$ cat src/rtl/stream_distributor_if.sv
// Stream bundle for the 1-to-N distributor: one upstream AXI-Stream in,
// KERNEL_SIZE downstream channels out (channel i at bit i / slice i).
interface stream_distributor_if #(
  parameter int KERNEL_SIZE = 3,
  parameter int DATA_WIDTH  = 18
);
  // A beat transfers on a channel at a rising edge where valid and ready are
  // both 1; valid and data hold steady while valid=1 and ready=0.
  logic                              s_axis_tvalid;
  logic [DATA_WIDTH-1:0]             s_axis_tdata;
  logic                              s_axis_tlast;
  logic                              s_axis_tready;
  logic [KERNEL_SIZE-1:0]            m_axis_tvalid;
  logic [DATA_WIDTH*KERNEL_SIZE-1:0] m_axis_tdata;
  logic [KERNEL_SIZE-1:0]            m_axis_tready;

  modport master (
    output s_axis_tvalid, s_axis_tdata, s_axis_tlast, m_axis_tready,
    input  s_axis_tready, m_axis_tvalid, m_axis_tdata
  );

  modport slave (
    input  s_axis_tvalid, s_axis_tdata, s_axis_tlast, m_axis_tready,
    output s_axis_tready, m_axis_tvalid, m_axis_tdata
  );
endinterface

$ cat src/rtl/stream_distributor.sv
// Deals input beats round-robin to KERNEL_SIZE channels, each behind its own
// small FIFO; tlast restarts the deal at channel 0.
module stream_distributor #(
  parameter int KERNEL_SIZE = 3,
  parameter int DATA_WIDTH  = 18,
  parameter int FIFO_DEPTH  = 2,
  localparam int PTR_W      = $clog2(KERNEL_SIZE)
) (
  input  logic             clk,
  input  logic             rstn,
  stream_distributor_if.slave bus,
  output logic [PTR_W-1:0] ptr
);
  localparam int AW    = $clog2(FIFO_DEPTH);
  localparam int OCC_W = AW + 1;

  logic [PTR_W-1:0]      ptr_q, ptr_d;
  logic [AW-1:0]         wr_ptr_q [KERNEL_SIZE];
  logic [AW-1:0]         wr_ptr_d [KERNEL_SIZE];
  logic [AW-1:0]         rd_ptr_q [KERNEL_SIZE];
  logic [AW-1:0]         rd_ptr_d [KERNEL_SIZE];
  logic [OCC_W-1:0]      occ_q    [KERNEL_SIZE];
  logic [OCC_W-1:0]      occ_d    [KERNEL_SIZE];
  logic [DATA_WIDTH-1:0] mem_q    [KERNEL_SIZE][FIFO_DEPTH];
  logic [DATA_WIDTH-1:0] mem_d    [KERNEL_SIZE][FIFO_DEPTH];

  logic [KERNEL_SIZE-1:0] full, empty, push, pop;
  logic                   accept;

  always_comb begin
    full  = '0;
    empty = '0;
    for (int i = 0; i < KERNEL_SIZE; i++) begin
      full[i]  = (occ_q[i] == OCC_W'(FIFO_DEPTH));
      empty[i] = (occ_q[i] == '0);
    end
  end

  // Ready looks only at the current destination FIFO: no skipping ahead.
  assign bus.s_axis_tready = rstn & ~full[ptr_q];
  assign accept            = bus.s_axis_tvalid & bus.s_axis_tready;
  assign ptr               = ptr_q;

  always_comb begin
    ptr_d = ptr_q;
    if (accept) begin
      if (bus.s_axis_tlast || (ptr_q == PTR_W'(KERNEL_SIZE - 1)))
        ptr_d = '0;
      else
        ptr_d = ptr_q + 1'b1;
    end
  end

  always_comb begin
    mem_d             = mem_q;
    push              = '0;
    pop               = '0;
    bus.m_axis_tvalid = '0;
    bus.m_axis_tdata  = '0;
    for (int i = 0; i < KERNEL_SIZE; i++) begin
      wr_ptr_d[i] = wr_ptr_q[i];
      rd_ptr_d[i] = rd_ptr_q[i];
      occ_d[i]    = occ_q[i];
      push[i]     = accept && (ptr_q == PTR_W'(i));
      pop[i]      = ~empty[i] & bus.m_axis_tready[i];

      if (push[i]) begin
        mem_d[i][wr_ptr_q[i]] = bus.s_axis_tdata;
        wr_ptr_d[i]           = wr_ptr_q[i] + 1'b1;
      end
      if (pop[i])
        rd_ptr_d[i] = rd_ptr_q[i] + 1'b1;

      case ({push[i], pop[i]})
        2'b10:   occ_d[i] = occ_q[i] + 1'b1;
        2'b01:   occ_d[i] = occ_q[i] - 1'b1;
        default: occ_d[i] = occ_q[i];
      endcase

      // Output is always the registered head: a fresh beat shows one cycle later.
      bus.m_axis_tvalid[i]                          = ~empty[i];
      bus.m_axis_tdata[i*DATA_WIDTH +: DATA_WIDTH] = mem_q[i][rd_ptr_q[i]];
    end
  end

  always_ff @(posedge clk) begin
    mem_q <= mem_d;
    if (!rstn) begin
      ptr_q <= '0;
      for (int i = 0; i < KERNEL_SIZE; i++) begin
        wr_ptr_q[i] <= '0;
        rd_ptr_q[i] <= '0;
        occ_q[i]    <= '0;
      end
    end else begin
      ptr_q <= ptr_d;
      for (int i = 0; i < KERNEL_SIZE; i++) begin
        wr_ptr_q[i] <= wr_ptr_d[i];
        rd_ptr_q[i] <= rd_ptr_d[i];
        occ_q[i]    <= occ_d[i];
      end
    end
  end
endmodule

$ cat src/flat_wrapper.sv
// flat-port wrapper written by rule: the top's interface ports become plain ports
module stream_distributor_flat 
#(
  parameter int KERNEL_SIZE = 3,
  parameter int DATA_WIDTH  = 18,
  parameter int FIFO_DEPTH  = 2,
  localparam int PTR_W      = $clog2(KERNEL_SIZE)
)
  (clk, rstn, ptr, bus_s_axis_tvalid, bus_s_axis_tdata, bus_s_axis_tlast, bus_m_axis_tready, bus_s_axis_tready, bus_m_axis_tvalid, bus_m_axis_tdata);
  stream_distributor_if #(.KERNEL_SIZE(KERNEL_SIZE), .DATA_WIDTH(DATA_WIDTH)) bus_i ();
  input  logic clk;
  input  logic rstn;
  output logic [PTR_W-1:0] ptr;
  input wire logic [$bits(bus_i.s_axis_tvalid)-1:0] bus_s_axis_tvalid;
  input wire logic [$bits(bus_i.s_axis_tdata)-1:0] bus_s_axis_tdata;
  input wire logic [$bits(bus_i.s_axis_tlast)-1:0] bus_s_axis_tlast;
  input wire logic [$bits(bus_i.m_axis_tready)-1:0] bus_m_axis_tready;
  output wire logic [$bits(bus_i.s_axis_tready)-1:0] bus_s_axis_tready;
  output wire logic [$bits(bus_i.m_axis_tvalid)-1:0] bus_m_axis_tvalid;
  output wire logic [$bits(bus_i.m_axis_tdata)-1:0] bus_m_axis_tdata;
  assign bus_i.s_axis_tvalid = bus_s_axis_tvalid;
  assign bus_i.s_axis_tdata = bus_s_axis_tdata;
  assign bus_i.s_axis_tlast = bus_s_axis_tlast;
  assign bus_i.m_axis_tready = bus_m_axis_tready;
  assign bus_s_axis_tready = bus_i.s_axis_tready;
  assign bus_m_axis_tvalid = bus_i.m_axis_tvalid;
  assign bus_m_axis_tdata = bus_i.m_axis_tdata;
  stream_distributor #(.KERNEL_SIZE(KERNEL_SIZE), .DATA_WIDTH(DATA_WIDTH), .FIFO_DEPTH(FIFO_DEPTH)) u_core (.clk(clk), .rstn(rstn), .bus(bus_i), .ptr(ptr));
endmodule
$ cat config.mk
export PLATFORM = sky130hd
export DESIGN_NAME = stream_distributor_flat
export DESIGN_NICKNAME = d
export VERILOG_FILES = /design/src/rtl/stream_distributor_if.sv /design/src/rtl/stream_distributor.sv /design/src/flat_wrapper.sv
export SDC_FILE = /design/constraint.sdc
export NUM_CORES = 1
export LEC_CHECK = 0
export CORE_UTILIZATION = 58
export CTS_BUF_LIST = sky130_fd_sc_hd__clkbuf_2 sky130_fd_sc_hd__clkbuf_4 sky130_fd_sc_hd__clkbuf_8
export DETAILED_ROUTE_END_ITERATION = 6
export PLACE_DENSITY = 0.87
export SKIP_LAST_GASP = 1
export SLEW_MARGIN = 10
export SYNTH_ARGS = -nofsm -noshare
export SYNTH_HDL_FRONTEND = slang
export SYNTH_SLANG_ARGS = --single-unit
$ cat constraint.sdc
create_clock -name clk -period 6.7 [get_ports clk]
set_clock_uncertainty 0.15 [all_clocks]
set_input_delay 2.01 -clock clk [delete_from_list [all_inputs] [get_ports clk]]
set_output_delay 2.01 -clock clk [all_outputs]
set_load 0.01 [all_outputs]
==> flow_metrics.tcl, run 1 <==
set metrics [dict create \
    outcome "completed" \
    h-tree-depth 4 \
    pwr-share-seq_pct 46.4 \
    area_delta_synth_final_pct 31.4 \
    clk_pin_slew_worst_paths_ns 0.07 \
    antennaDiodeCount 0 \
    criticalPathCategory "in -> out" \
    drt_iter0_markers 100 \
    ir_drop_mv 0.210 \
    routed_wl_mm 9.78 \
    postSynth.asyncResetShare_pct 0 \
    drive_above_1_share_pct 26.6 \
    ys_top_cells_by_area "edfxtp_1 (69%), mux2_2 (13%), dfxtp_1 (5.9%)" \
    grt.total_usage_pct 24.9 \
    placementRows 32 \
    worst_slack_ns 1.10 \
    root_buffer "clkbuf_8" \
    drv_cap 0 \
    comb_power_share_pct 13.1 \
    finalSetupTns_ns 0 \
    grt_start_max_net_pins 20 \
    grt_pass1_wl_mm 14.9 \
    synthFlopType "edfxtp_1" \
    yosys.area.top_type "edfxtp_1" \
    drv_slew 0 \
    cts_sinks 122 \
    tritoncts "built" \
    numCtsBuffers 17 \
    synth.avg_cell_area_um2 17.7 \
    crit_required_ns 4.54 \
    swShare_pct 22.7 \
    fill_cells 437 \
    period_needed_ns 5.60 \
    yosysWarnings 0 \
    hp-class "reg -> reg" \
    switching_power_w 0.000437 \
    yosys.area.top_type_share_pct 68.7 \
    power.leakage_nw 2.09 \
    synth_edf_count 108 \
    synth_cell_types 29 \
    worst_setup_path_start_kind "input pin" \
    syn_nets 297 \
    crit_fanout 13 \
    dieWidth_um 92.2 \
    via_per_inst 5.52 \
    vias 2654 \
    design.die.area_mm2 0.00850 \
    internal_power_w 0.00149 \
    grt_pass1_vias 2854 \
    drt-pass1-iter-count 4 \
    maxSlewHeadroom_pct 26.1 \
    fmax_mhz 179 \
    finalSetupViolations 0 \
    start_util_pct 60.4 \
    drc 0 \
    p_total_w 0.00193 \
    yosysMostFrequentCell "edfxtp_1" \
    clockPowerShare_pct 40.5 \
    place_congestion 0.840 \
    fin_crit_sh_pct 83.6 \
    hold_viol_final 0 \
    ant_nets 0 \
    synthCells 266 \
    dp_slack_ns 1.10 \
    clkLatencyLatePin_ns 0.42 \
    port_buffers 84 \
    multi_input_area_mm2 0.00115 \
    regArea_mm2 0.00352 \
    post_cts_buffers 0 \
    yosys-top-cells-count "edfxtp_1 (108), mux2_2 (54), dfxtp_1 (14), inv_1 (8), nor2_1 (7)" \
    antenna_found_initial 0 \
    die_y_um 92.2 \
    synth-seq-cells 122 \
    cts_hold_buf 0 \
    rsz0062_at_grt "no" \
    core_area_mm2 0.00781 \
    avgRoutedWirePerCell_um 20.3 \
    dp.cells 449 \
    fin_cells 481 \
    synth_area_mm2 0.00472 \
    gr-total-overflow 0 \
    worst_ep_arrival_time_ns 3.44 \
    cp-end-kind "output port" \
    worst_pin_slew_ns 1.11 \
    synth-seq-area-share_pct 74.7 \
    dpl.hpwl_mm 5.97 \
    clockBufferDepth 2 \
    boundaryPins 85 \
    nets 397 \
    powerDensity_mw_per_mm2 311 \
    cts_resized 0 \
]
## layout make-up
cell class / count / area share [%]
multi-input cells: 126 / 18.5
well taps: 102 / 2.06
clock inverters: 14 / 3.91
clock buffers: 18 / 3.89
flip-flops and latches: 122 / 56.8
inverters: 9 / 0.545
repair buffers: 90 / 14.3
## critical path, cell delays in order
cell and delay (ns):
clkdlybuf4s50_1 0.71, and2_1 0.19, clkdlybuf4s50_1 0.52
## layer usage
metal	GRT usage (%)	routed length [µm]	vias to the layer above
met5	0	0	-
met3	8.04	614	18
met2	41.7	5020	105
li1	-	-	1228
met4	9.24	138	0
met1	30.1	4000	1303
## sequential cells by signal (all words and copies together), names as in the netlist
name,cells
u_core.mem_q,108
u_core.occ_q,6
u_core.ptr,2
u_core.rd_ptr_q,3
u_core.wr_ptr_q,3
## metrics by stage
step                      instance area [µm²]  hold slack [ns]  util, %
after global placement                   5720            0.348     73.2
after global routing                     6200            0.440     79.4
after detailed placement                 5720            0.373     73.2
after floorplan                          4720            0.325        -
final                                    6200            0.392     79.4
after CTS                                6200            0.390     79.4
## final timing paths
path                            cells after the start                from                  to  slack [ns]
worst max-delay path                                3                rstn   bus_s_axis_tready        1.10
worst min-delay path                                2  u_core.occ_q[0][1]  u_core.occ_q[0][1]        0.39
worst max register to register                      4       u_core.ptr[1]   u_core.mem_q[101]        4.06
worst min register to register                      2  u_core.occ_q[0][1]  u_core.occ_q[0][1]        0.39
## power groups by stage
stage          sequential [W]  combinational [W]  clock (W)
2_1_floorplan        0.000887           0.000144          0
3_3_place_gp         0.000909           0.000244          0
3_5_place_dp         0.000911           0.000251          0
4_1_cts              0.000895           0.000255   0.000791
5_1_grt              0.000900           0.000271   0.000826
6_report             0.000896           0.000253   0.000782
## logic make-up after synthesis
logic type / after synthesis / synth area share, %
multiplexers: 56 / 13.3
AND/OR/NAND/NOR: 40 / 4.77
XOR/XNOR: 9 / 1.67
AO/OA/AOI/OAI: 15 / 2.31
adder cells (fa/ha/maj): 6 / 1.59
buffers and inverters: 18 / 1.70
flip-flops: 122 / 74.7
## placed cells by master (no fill, tap or decap), types with 3 or more instances in the layout
cell / instances
edfxtp_1: 108
clkdlybuf4s50_1: 84
mux2_2: 54
clkbuf_8: 17
dfxtp_1: 14
inv_1: 8
nor2_1: 7
nor3_2: 6
xnor2_1: 6
ha_1: 6
bufinv_16: 6
buf_4: 6
and2_1: 5
nand3_1: 5
nand2_1: 5
o21a_1: 3
or2_2: 3
xor2_1: 3
a41oi_1: 3
a41o_1: 3
o21ai_0: 3
or3_1: 3
a21oi_1: 3
clkinv_4: 3
Power figures use the tool's default switching activity.
==> run 2: changes to the inputs <==
CORE_UTILIZATION = 54   (was 58)
PLACE_DENSITY = 0.82   (was 0.87)
clock period = 5.5 ns   (was 6.7 ns; I/O delays follow)
==> run 2 against run 1 <==
  * Wire length down 6.6%
  * First-iteration DRC count grew 29%
  * Sequential power increased by 22%
  * Non-clock buffer count up 3
  * Worst hold slack lost 0.0071 ns
  * Critical path depth up 1
  * Critical path type unchanged
  * Largest cell class unchanged
  * Highest routed layer unchanged
==> flow_metrics.tcl, run 2 (synthesized netlist as in run 1, its figures left out) <==
set metrics [dict create \
    outcome "completed" \
    grt_start_max_net_pins 20 \
    grt.total_usage_pct 21.5 \
    gr-total-overflow 0 \
    drt_iter0_markers 129 \
    crit_buf_inv 3 \
    top_register "u_core.mem_q" \
    final_cell_area_mm2 0.00610 \
    h-tree-depth 4 \
    cts_resized 0 \
    clkLatencyLatePin_ns 0.41 \
    crit_required_ns 3.70 \
    final_common_cell "edfxtp_1" \
    critPathTopFamily "buffers and inverters" \
    numCtsBuffers 17 \
    finalSetupViolations 0 \
    r2r_end "u_core.occ_q[0][1]" \
    vias 2669 \
    p_total_w 0.00210 \
    worst_ep_arrival_time_ns 2.93 \
    ant_nets 0 \
    core_area_mm2 0.00834 \
    fill_cells 521 \
    worst_hold_startpoint "u_core.occ_q[0][3]" \
    rsz0062_at_grt "no" \
    slowest_stage "clkdlybuf4s50_1" \
    powerDensity_mw_per_mm2 344 \
    worst-r2r-cell-count 6 \
    crit_top_cell "clkdlybuf4s50_1" \
    root_buffer "clkbuf_8" \
    start_util_pct 56.6 \
    worstPathCellList "clkdlybuf4s50_1, buf_4, and2_1, clkdlybuf4s50_1" \
    nets 400 \
    via_per_inst 5.49 \
    slowest_delay_ns 0.52 \
    drt-pass1-iter-count 4 \
    fin_cells 486 \
    placementRows 33 \
    criticalPathCategory "in -> out" \
    wl_met3_um 530 \
    antenna_found_initial 0 \
    dp_slack_ns 0.766 \
    area_delta_synth_final_pct 29.3 \
    grt_pass1_wl_mm 13.7 \
    dr_wl_met2_mm 4.56 \
    boundaryPins 85 \
    antennaDiodeCount 0 \
    cp-end-kind "output port" \
    min_to "u_core.occ_q[0][3]" \
    worst_pin_slew_ns 1.07 \
    highest_layer "met4" \
    clockBufferDepth 2 \
    worst_setup_path_start_kind "input pin" \
    place_congestion 0.846 \
    design.die.area_mm2 0.00912 \
    r2r_setup_slack_ns 3.08 \
    cts_sinks 122 \
    period_needed_ns 4.73 \
    finalSetupTns_ns 0 \
    worst_slack_ns 0.772 \
    grt_pass1_vias 2626 \
    post_cts_buffers 0 \
    crit_fanout 13 \
    hp-class "reg -> reg" \
    dieWidth_um 95.5 \
    r2r_start "u_core.ptr[0]" \
    dpl.hpwl_mm 5.76 \
    drv_slew 0 \
    fmax_mhz 212 \
    hold_depth 2 \
    drc 0 \
    avgRoutedWirePerCell_um 18.8 \
    maxSlewHeadroom_pct 28.4 \
    top_regs "u_core.mem_q (108), u_core.occ_q (6)" \
    hold_viol_final 0 \
    die_y_um 95.5 \
    dp.cells 455 \
    drv_cap 0 \
    cts_hold_buf 0 \
    power.leakage_nw 2.04 \
    fin_crit_sh_pct 86.0 \
    dpl_cell_area_mm2 0.00574 \
    port_buffers 84 \
    largest_reg_flops 108 \
    drive_above_1_share_pct 27.0 \
    path_depth 4 \
    clk_pin_slew_worst_paths_ns 0.07 \
    final_cell_mix "edfxtp_1 (108), clkdlybuf4s50_1 (84), mux2_2 (54), clkbuf_8 (17), dfxtp_1 (14)" \
    ir_drop_mv 0.202 \
    routed_wl_mm 9.13 \
    drt-met1-wl_mm 3.95 \
    tritoncts "built" \
]
run 2: changes by cell type in the layout (fill, tap and decap cells not counted):
cell and delta:
buf_4 +3, bufinv_16 -5, clkbuf_4 -1, clkinv_2 +2, clkinvlp_4 +3
run 2: cell type report:
cell class                      count  area (µm²)  area share [%]
Multi-Input combinational cell    126        1150            18.8
Clock buffer                       17         234            3.83
Timing Repair Buffer               93         908            14.9
Clock inverter                     14         125            2.05
Inverter                            9        33.8           0.554
Tap cell                          105         131            2.15
Sequential cell                   122        3520            57.7
run 2: routing by layer:
layer,GRT usage (%),vias to the layer above
li1,-,1234
met1,27.1,1333
met2,35.5,93
met3,5.42,9
met4,8.83,0
met5,0,-
run 2: worst max path at each step:
stage,from,end,slack [ns]
3_5_place_dp,rstn,bus_s_axis_tready,0.77
2_1_floorplan,rstn,bus_s_axis_tready,1.59
5_1_grt,rstn,bus_s_axis_tready,0.73
6_report,rstn,bus_s_axis_tready,0.77
4_1_cts,rstn,bus_s_axis_tready,0.76
3_3_place_gp,rstn,bus_s_axis_tready,0.77
run 2: worst reg2reg max path: stages (launching register included):
cell	delay, ns
dfxtp_1	0.38
or4b_1	0.66
and3_4	0.27
nand3_1	0.12
ha_1	0.28
or3_1	0.35
a21oi_1	0.14
run 2: where the power goes:
| group | leakage (nW) | switching, W | internal (W) |
|---|---|---|---|
| clock network | 0.168 | 0.000349 | 0.000355 |
| registers | 1.09 | 0.0000448 | 0.00105 |
| logic | 0.778 | 0.000127 | 0.000180 |
| total | 2.04 | 0.000520 | 0.00158 |
run 2: through the flow:
stage | util (%) | hold slack [ns]
5_1_grt | 73.2 | 0.405
4_1_cts | 73.2 | 0.381
2_1_floorplan | - | 0.325
6_report | 73.2 | 0.385
3_5_place_dp | 68.9 | 0.367
3_3_place_gp | 68.9 | 0.351
